**src/rtl/lorenz_dac_streamer.sv**
```systemverilog
// lorenz_dac_streamer: converts the Lorenz X/Y/Z states to 12-bit offset-binary codes and streams them as SPI frames to DAC channels 0-2; define LORENZ_DAC_LDAC_EN for a simultaneous LDAC update
module lorenz_dac_streamer #(
  parameter int SHIFT   = 15,
  parameter int CLK_DIV = 2
) (
  input  logic        CLOCK_50,
  input  logic        reset,
  input  logic        sample_valid,
  input  logic [26:0] X_K,
  input  logic [26:0] Y_K,
  input  logic [26:0] Z_K,
  input  logic        overrun_clr,
  output logic        busy,
  output logic        overrun,
  output logic        dac_sclk,
  output logic        dac_mosi,
  output logic        dac_cs_n
`ifdef LORENZ_DAC_LDAC_EN
  ,
  output logic        dac_ldac_n
`endif
);
  localparam int PER = 2 * CLK_DIV;
  localparam int CW = $clog2(PER);
  localparam logic [CW-1:0] LAST = CW'(PER - 1);
  localparam logic [CW-1:0] HALF = CW'(CLK_DIV);
`ifdef LORENZ_DAC_LDAC_EN
  localparam logic [1:0] CMD = 2'b00;
`else
  localparam logic [1:0] CMD = 2'b01;
`endif
  typedef enum logic [2:0] {S_IDLE, S_LOAD, S_SHIFT, S_GAP, S_LDAC} state_t;
  state_t state_q, state_d;
  logic [CW-1:0] cnt_q, cnt_d;
  logic [3:0] bit_q, bit_d;
  logic [1:0] ch_q, ch_d;
  logic [15:0] frame_q, frame_d;
  logic [2:0][11:0] code_q, code_d;
  logic overrun_q, overrun_d;
  logic sclk_q, mosi_q, cs_n_q;
  logic last, done, accept;
  logic [11:0] next_code;

  function automatic logic [11:0] to_code(input logic [26:0] s);
    logic signed [26:0] t;
    t = $signed(s) >>> SHIFT;
    return (t > 27'sd2047) ? 12'hFFF : (t < -27'sd2048) ? 12'h000 : {~t[11], t[10:0]};
  endfunction

  assign busy = state_q != S_IDLE;
  assign last = cnt_q == LAST;
`ifdef LORENZ_DAC_LDAC_EN
  assign done = state_q == S_LDAC && last;
`else
  assign done = state_q == S_GAP && last && ch_q == 2'd2;
`endif
  assign accept = sample_valid && (!busy || done);
  assign overrun_d = (sample_valid && !accept) || (overrun_q && !overrun_clr);
  assign next_code = ch_q == 2'd0 ? code_q[1] : code_q[2];
  assign overrun = overrun_q;
  assign dac_sclk = sclk_q;
  assign dac_mosi = mosi_q;
  assign dac_cs_n = cs_n_q;

  // sequencer: capture, per-channel frame load, 16-bit shift with divided bit timing, inter-frame gap
  always_comb begin
    state_d = state_q;
    cnt_d = cnt_q;
    bit_d = bit_q;
    ch_d = ch_q;
    frame_d = frame_q;
    code_d = code_q;
    case (state_q)
      S_IDLE: state_d = S_IDLE;
      S_LOAD: begin
        frame_d = {CMD, 2'd0, code_q[0]};
        ch_d = 2'd0;
        bit_d = 4'd0;
        cnt_d = '0;
        state_d = S_SHIFT;
      end
      S_SHIFT: begin
        cnt_d = last ? '0 : cnt_q + 1'b1;
        if (last) begin
          frame_d = {frame_q[14:0], 1'b0};
          bit_d = bit_q + 4'd1;
          state_d = bit_q == 4'd15 ? S_GAP : S_SHIFT;
        end
      end
      S_GAP: begin
        cnt_d = last ? '0 : cnt_q + 1'b1;
        if (last && ch_q != 2'd2) begin
          ch_d = ch_q + 2'd1;
          frame_d = {CMD, ch_q + 2'd1, next_code};
          bit_d = 4'd0;
          state_d = S_SHIFT;
        end else if (last) begin
`ifdef LORENZ_DAC_LDAC_EN
          state_d = S_LDAC;
`else
          state_d = S_IDLE;
`endif
        end
      end
      S_LDAC: begin
        cnt_d = last ? '0 : cnt_q + 1'b1;
        state_d = last ? S_IDLE : S_LDAC;
      end
      default: state_d = S_IDLE;
    endcase
    if (accept) begin
      code_d = {to_code(Z_K), to_code(Y_K), to_code(X_K)};
      state_d = S_LOAD;
    end
  end

  // sequencer and captured-code registers
  always_ff @(posedge CLOCK_50 or posedge reset) begin
    if (reset) begin
      state_q <= S_IDLE;
      cnt_q <= '0;
      bit_q <= 4'd0;
      ch_q <= 2'd0;
      frame_q <= 16'd0;
      code_q <= '0;
      overrun_q <= 1'b0;
    end else begin
      state_q <= state_d;
      cnt_q <= cnt_d;
      bit_q <= bit_d;
      ch_q <= ch_d;
      frame_q <= frame_d;
      code_q <= code_d;
      overrun_q <= overrun_d;
    end
  end

  // SPI pins are registered from the sequencer so MOSI only moves on the SCLK falling edge
  always_ff @(posedge CLOCK_50 or posedge reset) begin
    if (reset) begin
      sclk_q <= 1'b0;
      mosi_q <= 1'b0;
      cs_n_q <= 1'b1;
    end else begin
      sclk_q <= state_q == S_SHIFT && cnt_q >= HALF;
      mosi_q <= state_q == S_SHIFT && frame_q[15];
      cs_n_q <= state_q != S_SHIFT;
    end
  end

`ifdef LORENZ_DAC_LDAC_EN
  logic ldac_n_q;
  assign dac_ldac_n = ldac_n_q;

  // LDAC pulse after the last gap updates all three channels together
  always_ff @(posedge CLOCK_50 or posedge reset) begin
    if (reset) ldac_n_q <= 1'b1;
    else ldac_n_q <= state_q != S_LDAC;
  end
`endif
endmodule

```
**config.mk**
```make
export PLATFORM = sky130hd
export DESIGN_NAME = lorenz_dac_streamer
export DESIGN_NICKNAME = d
export VERILOG_FILES = /design/src/rtl/lorenz_dac_streamer.sv
export SDC_FILE = /design/constraint.sdc
export NUM_CORES = 1
export LEC_CHECK = 0
export CORE_MARGIN = 2
export CORE_UTILIZATION = 33
export CTS_CLUSTER_SIZE = 40
export DETAILED_ROUTE_END_ITERATION = 10
export GPL_TIMING_DRIVEN = 1
export PLACE_DENSITY = 0.68
export SLEW_MARGIN = 20
export SYNTH_ARGS = -nofsm -noshare
export SYNTH_HDL_FRONTEND = slang
export SYNTH_SLANG_ARGS = --single-unit
```
**constraint.sdc**
```tcl
create_clock -name CLOCK_50 -period 3.73 [get_ports CLOCK_50]
set_input_delay 0.373 -clock CLOCK_50 [delete_from_list [all_inputs] [get_ports CLOCK_50]]
set_output_delay 0.373 -clock CLOCK_50 [all_outputs]
set_load 0.01 [all_outputs]
```
==> results of run 1 <==
[worst reg2reg max path, delay by kind of cell, from the launching register on]
family	cells	cell delay, ns
flops	1	0.66
simple gates	1	0.54
compound gates	2	1.03
[kinds of logic after synthesis]
logic type,count (synthesis)
multiplexers,50
AO/OA/AOI/OAI,47
flip-flops,67
AND/OR/NAND/NOR,61
adder cells (fa/ha/maj),5
buffers and inverters,28
[through the flow]
stage,setup WS (ns),area (um^2)
CTS,1.31,3810
global placement,1.36,3610
floorplan,1.68,3090
finish,1.34,3810
global route,1.02,3810
detailed placement,1.29,3610
[power by group]
part	leakage, nW	switching [mW]	internal [mW]
Sequential	0.824	0.204	1.05
Combinational	0.702	0.522	0.576
Clock	0.0995	0.260	0.341
[worst paths after layout]
| path | from | end | slack, ns |
|---|---|---|---|
| min in group asynchronous | reset | overrun$_DFF_PP0_ | 0.51 |
| worst max register to register | state_q[0]$_DFFE_PP0P_ | frame_q[9]$_DFFE_PP0P_ | 1.34 |
| worst min-delay path | frame_q[7]$_DFFE_PP0P_ | frame_q[7]$_DFFE_PP0P_ | 0.48 |
| max in group asynchronous | reset | frame_q[4]$_DFFE_PP0P_ | 2.52 |
| worst min register to register | frame_q[7]$_DFFE_PP0P_ | frame_q[7]$_DFFE_PP0P_ | 0.48 |
| worst max-delay path | state_q[0]$_DFFE_PP0P_ | frame_q[9]$_DFFE_PP0P_ | 1.34 |
[cell usage in the layout (no fill, tap or decap), types with 3 or more instances in the layout]
cell,instances
nor3b_1,11
o21ai_1,4
a21oi_1,5
mux2i_1,5
dfrtp_1,66
a221oi_1,13
nand2b_1,4
nand2_1,23
clkbuf_8,11
clkdlybuf4s50_1,44
nor3_1,3
buf_4,4
nor2_1,10
mux2_2,45
ha_1,5
inv_1,11
o21ai_0,10
[metal layers]
metal	routed length (um)	part of all wire
met5	0	0
met4	92	0.015
met3	233	0.039
met2	2860	0.48
met1	2790	0.47
[state kept, by name, indices dropped and copies added (netlist names)]
signal,count
bit_q,4
overrun,1
code_q,36
ch_q,2
state_q,3
dac_mosi,1
dac_sclk,1
cnt_q,2
frame_q,16
dac_cs_n,1
[layout make-up]
class	count	area, um^2
fillers	868	5350
flip-flops and latches	67	1680
multi-input cells	163	1280
repair buffers	48	470
clock buffers	13	159
well taps	111	139
inverters	12	46.3
clock inverters	2	35.0
==> metrics.md, run 1 <==
| Metric | Value |
|---|---|
| Bufs and invs on worst path | `0` |
| Multiplexer share of the synthesized area | `0.180` |
| Hold buffer count at CTS | `0` |
| Top cells by count, synth | `dfrtp_1 (66), mux2_2 (45), nand2_1 (23), a221oi_1 (13), inv_1 (12)` |
| Nets@finish | `391` |
| Sequential area share after synthesis | `0.543` |
| N_diodes | `0` |
| RSZ-0062 raised after global routing | `no` |
| Gr ovfl total | `0` |
| Drt initial violations | `127` |
| Hold Path Stages | `2` |
| Reg2reg path depth | `3` |
| Grt met2 use | `0.212` |
| Period utilization | `0.642` |
| GR Util met3 | `0.0312` |
| Core Footprint | `9150 um^2` |
| Clk sinks | `67` |
| Min Hold Slack | `0.478 ns` |
| Arrival @ worst endpoint | `2.57 ns` |
| Ports | `90` |
| CP Depth | `3` |
| Final RePlAce weighted congestion | `0.767` |
| Largest net degree at the start of global routing | `53` |
| TritonCTS clock tree | `yes` |
| Period minus WS final | `2.39 ns` |
| Worst Max-Slew Pin Slew | `1.03 ns` |
| CP max FO | `33` |
| Fmax | `0.418 GHz` |
| CP max stage delay | `0.80 ns` |
| Status | `finished clean` |
| Crit path max-delay cell type | `a211o_1` |
| CP cell instances | `nor2_1 -> a211o_1 -> o21ai_0` |
| Setup CP Type | `register to register` |
| Fin Clk Skew | `0.00657 ns` |
| CTS-repair resized insts | `0` |
| Met1 usage | `0.170` |
| Cells after DPL | `401` |
| Synth Area in Compound Gates | `0.110` |
| PwrDens | `775 nW/um^2` |
| Maxcap violations | `0` |
| Layout cells sized above 1 | `0.226` |
| Post-route DRC violation count | `0` |
| VDD IR max | `0.297 mV` |
| Setup violators final | `0` |
| H-tree levels | `3` |
| Count of input and output buffers | `44` |
| Die width | `101 um` |
| Number of synthesized flops with an enable pin | `0` |
| Syn Area/Cell | `12.0 um^2` |
| Final WL | `5970 um` |
| DRT antenna net count | `0` |
| Mapped Area | `3090 um^2` |
| Via Count | `2132` |
| Hpwl dp | `3860 um` |
| Starting Density | `0.338` |
| Async SR Flop Fraction | `1.00` |
| Pre-antenna DRT Iters | `4` |
| Root Buffer | `clkbuf_8` |
| Antenna violations before repair | `0` |
| Main combinational cell family by area after synthesis | `multiplexers` |
| Finished Core Util | `0.416` |
| Synth warn | `0` |
| Die Height | `101 um` |
| Gr usage total | `0.131` |
| Drt wl/cell | `14.4 um` |
| Total CTS buffers | `9` |
| Worst Path Required | `3.90 ns` |
| Die ar. | `10200 um^2` |
| Slew headroom | `0.317` |
| Yosys cell types | `38` |
| Crit end category | `register` |
| Clk_lat worst skew | `0.33 ns` |
| Post-Synth Adder-Cell Area | `0.0203` |
| Total design power | `2.95 mW` |
| Dominant cell type by area after synthesis | `dfrtp_1` |
| Seq cells post-synth | `67` |
| Fin. Hold Viols | `0` |
| Gr busiest metal | `met2` |
| Clock Tree Buf Depth | `2` |
| Synth Area in Simple Gates | `0.100` |
| Number of global-route vias before repair | `2198` |
| Top cells by area, synth | `dfrtp_1 (53%), mux2_2 (16%), a221oi_1 (3.7%)` |
| Final Max Slew Viols | `0` |
| # rows | `35` |
| Vias/cell | `5.13` |
| Most common flop cell mapped by yosys | `dfrtp_1` |
| HP Class | `register to register` |
| Startpoint Class | `register` |
| Static Leak | `1.62 nW` |
| Xor and xnor area share after synthesis | `0` |
| Syn Inst Count | `258` |
| Mapped Nets | `348` |
| First-pass GRT wire length | `10400 um` |
| Post-CTS setup buffers | `0` |
| Clock transition at path regs | `0.07 ns` |
| Delay-heaviest family, CP | `compound AO/OA/AOI/OAI gates` |
| Growth of design area from synthesis to finish | `23.2%` |
| Most common cell in the netlist | `dfrtp_1` |
| Fin Setup TNS | `0 ns` |
| Fin cells | `416` |
| Post-synth top area share | `0.535` |
Note: power is estimated with default switching activity, not from simulation.
==> inputs of run 2 (changes only) <==
- clock period: 3.73 -> 2.35 ns (I/O delays scaled with it)
==> run 2 against run 1 <==
  * Power up 67%
  * Design area up 3.5%
  * Critical path depth down 1
  * Sequential power up 56%
  * First-iteration DRC count up 11%
  * Via count up 0.47%
==> metrics.md, run 2 (synthesis gave the netlist of run 1 again) <==
| Metric | Value |
|---|---|
| Gr ovfl total | `0` |
| Delay-heaviest family, CP | `flip-flops` |
| Placed Area | `3720 um^2` |
| Clock share of power | `0.216` |
| Core Footprint | `9150 um^2` |
| Regs by FF count | `code_q: 36 flops, frame_q: 16 flops, bit_q: 4 flops` |
| Static Leak | `1.69 nW` |
| Most frequent cells in the layout | `dfrtp_1 (66), mux2_2 (45), clkdlybuf4s50_1 (44)` |
| TritonCTS clock tree | `yes` |
| Power Internal | `3.29 mW` |
| Die ar. | `10200 um^2` |
| Clk sinks | `67` |
| Bufs and invs on worst path | `1` |
| Ports | `90` |
| Post-CTS setup buffers | `0` |
| Sw Ratio | `0.331` |
| Cells after DPL | `410` |
| Gr usage total | `0.129` |
| Die width | `101 um` |
| Crit path max-delay cell type | `dfrtp_1` |
| CP cell instances | `or3_1 -> clkdlybuf4s50_1` |
| Maxcap violations | `0` |
| PwrDens | `1250 nW/um^2` |
| Hold buffer count at CTS | `0` |
| VDD IR max | `0.532 mV` |
| CP max FO | `15` |
| Period minus WS final | `2.07 ns` |
| Crit end category | `primary output` |
| Slew headroom | `0.702` |
| Worst Path Required | `2.12 ns` |
| # rows | `35` |
| Clock Tree Buf Depth | `2` |
| Antenna violations before repair | `0` |
| Post-route DRC violation count | `0` |
| Clock transition at path regs | `0.08 ns` |
| N_diodes | `0` |
| HP Class | `primary input to asynchronous set/reset pin` |
| First-pass GRT wire length | `10300 um` |
| Startpoint Class | `register` |
| Growth of design area from synthesis to finish | `27.5%` |
| Period utilization | `0.882` |
| Count of input and output buffers | `44` |
| Status | `finished clean` |
| Drt initial violations | `141` |
| Root Buffer | `clkbuf_8` |
| Total CTS buffers | `9` |
| Setup violators final | `0` |
| Clk_lat worst skew | `0.34 ns` |
| Worst Max-Slew Pin Slew | `0.448 ns` |
| Nets@finish | `400` |
| Biggest register | `code_q` |
| Pre-antenna DRT Iters | `4` |
| Share of power burned in registers | `0.396` |
| Via Count | `2142` |
| P_sw | `1.63 mW` |
| Fin. Hold Viols | `0` |
| Die Height | `101 um` |
| Fin Clk Skew | `0.0103 ns` |
| Vias/cell | `5.03` |
| RSZ-0062 raised after global routing | `no` |
| Fin cells | `426` |
| DRT antenna net count | `0` |
| Design area | `3940 um^2` |
| Max reg flops | `36` |
| H-tree levels | `3` |
| CTS-repair resized insts | `0` |
| Finished Core Util | `0.430` |
| CP max stage delay | `0.54 ns` |
| Layout cells sized above 1 | `0.257` |
| Fmax | `0.482 GHz` |
| Arrival @ worst endpoint | `1.84 ns` |
| Setup CP Type | `register to primary output` |
| Starting Density | `0.338` |
| Fin Setup TNS | `0 ns` |
| Largest net degree at the start of global routing | `39` |
| Hpwl dp | `4190 um` |
| Logic pwr share | `0.387` |
| Commonest non-fill, non-tap cell in the layout | `dfrtp_1` |
| Min Hold Slack | `0.217 ns` |
| Final WL | `5950 um` |
| Number of global-route vias before repair | `2153` |
| Final RePlAce weighted congestion | `0.787` |
| Final Max Slew Viols | `0` |
| Drt wl/cell | `14.0 um` |
-- run 2: cell count changes in the layout (fill, tap and decap cells not counted), sizes merged --
cell / before / now
buf: 4 / 13
bufinv: 1 / 2
clkbuf: 13 / 9
clkinvlp: 0 / 1
inv: 11 / 14
-- run 2: layer usage --
layer | wire (um) | track usage
met4 | 80 | 0.0569
met3 | 237 | 0.0291
met5 | 0 | 0
met2 | 2810 | 0.195
met1 | 2810 | 0.178
-- run 2: path summary, 6_finish.rpt --
| kind | startpoint | endpoint | slack (ns) | cells after the start |
|---|---|---|---|---|
| setup / recovery | state_q[2]$_DFFE_PP0P_ | busy | 0.28 | 2 |
| hold / removal | reset | frame_q[13]$_DFFE_PP0P_ | 0.22 | 2 |
| setup reg to reg | cnt_q[0]$_DFFE_PP0P_ | frame_q[13]$_DFFE_PP0P_ | 0.38 | 5 |
| hold reg to reg | frame_q[6]$_DFFE_PP0P_ | frame_q[6]$_DFFE_PP0P_ | 0.47 | 2 |
| max in group asynchronous | reset | dac_cs_n$_DFF_PP1_ | 1.57 | 3 |
| min in group CLOCK_50 | Y_K[26] | code_q[23]$_DFFE_PP0P_ | 0.46 | 2 |
-- run 2: cell type report --
cell class              count  area, um^2
flip-flops and latches     67        1680
repair buffers             57         576
multi-input cells         163        1280
clock inverters             7        98.8
inverters                  12        45.0
well taps                 111         139
fillers                   829        5210
clock buffers               9         124
-- run 2: power groups by stage --
stage,clock [mW],sequential (mW),combinational [mW]
global placement,0,1.95,1.88
CTS,1.09,1.95,1.94
detailed placement,0,1.97,1.93
floorplan,0,1.87,1.47
global route,1.17,2.02,2.13
finish,1.06,1.95,1.90
-- run 2: through the flow --
step / setup WS, ns / total power, mW
CTS: 0.247 / 4.98
floorplan: 0.433 / 3.34
finish: 0.277 / 4.92
detailed placement: 0.431 / 3.90
global route: 0.186 / 5.32
global placement: 0.442 / 3.82
==> inputs of run 3 (changes only) <==
- PLACE_DENSITY: 0.68 -> not set
- PLACE_DENSITY_LB_ADDON: not set -> 0.05
==> run 3 against run 2 <==
  * Die area is the same
  * Design area shrank 0.98%
  * Register-to-register slack gained 0.04 ns
  * Highest routed layer unchanged
  * Critical endpoint unchanged
  * Flip-flop and latch count is the same
  * Cell count shrank 0.23%
==> metrics.md, run 3 (synthesis gave the netlist of run 1 again) <==
| Metric | Value |
|---|---|
| Final Max Slew Viols | `0` |
| Max reg flops | `36` |
| Setup CP Type | `register to primary output` |
| Growth of design area from synthesis to finish | `26.3%` |
| Arrival @ worst endpoint | `1.82 ns` |
| Nets@finish | `399` |
| Die width | `101 um` |
| Maxcap violations | `0` |
| Via Count | `2089` |
| Startpoint Class | `register` |
| Period utilization | `0.874` |
| Worst reg-to-reg setup slack | `0.42 ns` |
| CP Capture Point | `busy` |
| Die Height | `101 um` |
| Status | `finished clean` |
| Crit path max-delay cell type | `dfrtp_1` |
| CP Depth | `2` |
| Fin. Hold Viols | `0` |
| PwrDens | `1230 nW/um^2` |
| HP Class | `primary input to asynchronous set/reset pin` |
| RSZ-0062 raised after global routing | `no` |
| Gr ovfl total | `0` |
| Reg2reg path depth | `5` |
| First-pass GRT wire length | `10900 um` |
| Static Leak | `1.67 nW` |
| Drt initial violations | `50` |
| Number of global-route vias before repair | `2204` |
| Clk_lat worst skew | `0.34 ns` |
| Post-CTS setup buffers | `0` |
| CTS-repair resized insts | `0` |
| Commonest non-fill, non-tap cell in the layout | `dfrtp_1` |
| Setup slack at placement | `0.412 ns` |
| Layout cells sized above 1 | `0.252` |
| Pre-antenna DRT Iters | `4` |
| Count of input and output buffers | `44` |
| Die ar. | `10200 um^2` |
| Cells after DPL | `409` |
| Slew headroom | `0.712` |
| Setup violators final | `0` |
| Final RePlAce weighted congestion | `0.762` |
| Clock transition at path regs | `0.07 ns` |
| Placed Area | `3700 um^2` |
| Biggest register | `code_q` |
| VDD IR max | `0.434 mV` |
| Regs by FF count | `code_q: 36 flops, frame_q: 16 flops, bit_q: 4 flops` |
| Total design power | `4.79 mW` |
| CP max stage delay | `0.54 ns` |
| Finished Core Util | `0.426` |
| Fill cell count | `891` |
| TritonCTS clock tree | `yes` |
| Core Footprint | `9150 um^2` |
| N_diodes | `0` |
| PnR worst setup slack | `0.296 ns` |
| DRT antenna net count | `0` |
| Fmax | `0.487 GHz` |
| Fin cells | `425` |
| Worst r2r src | `cnt_q[1]$_DFFE_PP0P_` |
| Clock Tree Buf Depth | `2` |
| Clk sinks | `67` |
| Period minus WS final | `2.05 ns` |
| Total CTS buffers | `9` |
| R2R Path End | `frame_q[13]$_DFFE_PP0P_` |
| Root Buffer | `clkbuf_8` |
| Post-route DRC violation count | `0` |
| Fin Setup TNS | `0 ns` |
| # rows | `35` |
| CP cell instances | `or3_1 -> clkdlybuf4s50_1` |
| Antenna violations before repair | `0` |
| Worst Max-Slew Pin Slew | `0.432 ns` |
| Gr usage total | `0.137` |
| Delay-heaviest family, CP | `flip-flops` |
| Starting Density | `0.338` |
| Worst Path Required | `2.12 ns` |
| Crit. Startpoint | `state_q[2]$_DFFE_PP0P_` |
| H-tree levels | `3` |
| Min Hold Slack | `0.288 ns` |
| Most frequent cells in the layout | `dfrtp_1 (66), mux2_2 (45), clkdlybuf4s50_1 (44)` |
| Largest net degree at the start of global routing | `68` |
| Crit end category | `primary output` |
| Design area | `3900 um^2` |
| Hold buffer count at CTS | `0` |
| Fin Clk Skew | `0.00938 ns` |
| Vias/cell | `4.92` |
| Hpwl dp | `3960 um` |
| Final WL | `6000 um` |
| Drt wl/cell | `14.1 um` |
| CP max FO | `15` |
| Bufs and invs on worst path | `1` |
| Ports | `90` |
==> run 3: area by class of cell <==
class / count / area [um^2] / area share
inverter: 12 / 45.0 / 0.0115
sequential: 67 / 1680 / 0.430
clock buffer: 11 / 141 / 0.0362
tap: 111 / 139 / 0.0356
timing repair buffer: 56 / 556 / 0.142
clock inverter: 5 / 62.6 / 0.0160
multi-input combinational: 163 / 1280 / 0.328
==> run 3: how the worst min path moves through the flow <==
stage	cells after the start	slack, ns	end	start
after floorplan	1	0.32	code_q[11]$_DFFE_PP0P_	X_K[26]
after global placement	2	0.46	frame_q[10]$_DFFE_PP0P_	frame_q[10]$_DFFE_PP0P_
after detailed placement	2	0.46	frame_q[9]$_DFFE_PP0P_	frame_q[9]$_DFFE_PP0P_
after CTS	3	0.30	state_q[2]$_DFFE_PP0P_	reset
after global routing	3	0.30	code_q[8]$_DFFE_PP0P_	reset
final	3	0.29	overrun$_DFF_PP0_	reset
==> run 3: metal layers <==
| metal | global-route usage | part of all wire | vias up |
|---|---|---|---|
| li1 | - | - | 1030 |
| met1 | 0.180 | 0.50 | 1017 |
| met2 | 0.219 | 0.46 | 35 |
| met3 | 0.0374 | 0.030 | 7 |
| met4 | 0.0443 | 0.0098 | 0 |
| met5 | 0 | 0 | - |
==> run 3: tightest hold or removal path: stages <==
cell,delay [ns]
clkdlybuf4s50_1,0.41
inv_2,0.07
buf_12,0.30
==> run 3: power breakdown <==
group	internal (mW)	switching (mW)	leakage, nW
clock network	0.523	0.444	0.0957
registers	1.66	0.292	0.824
logic	1.00	0.866	0.750
total	3.19	1.60	1.67
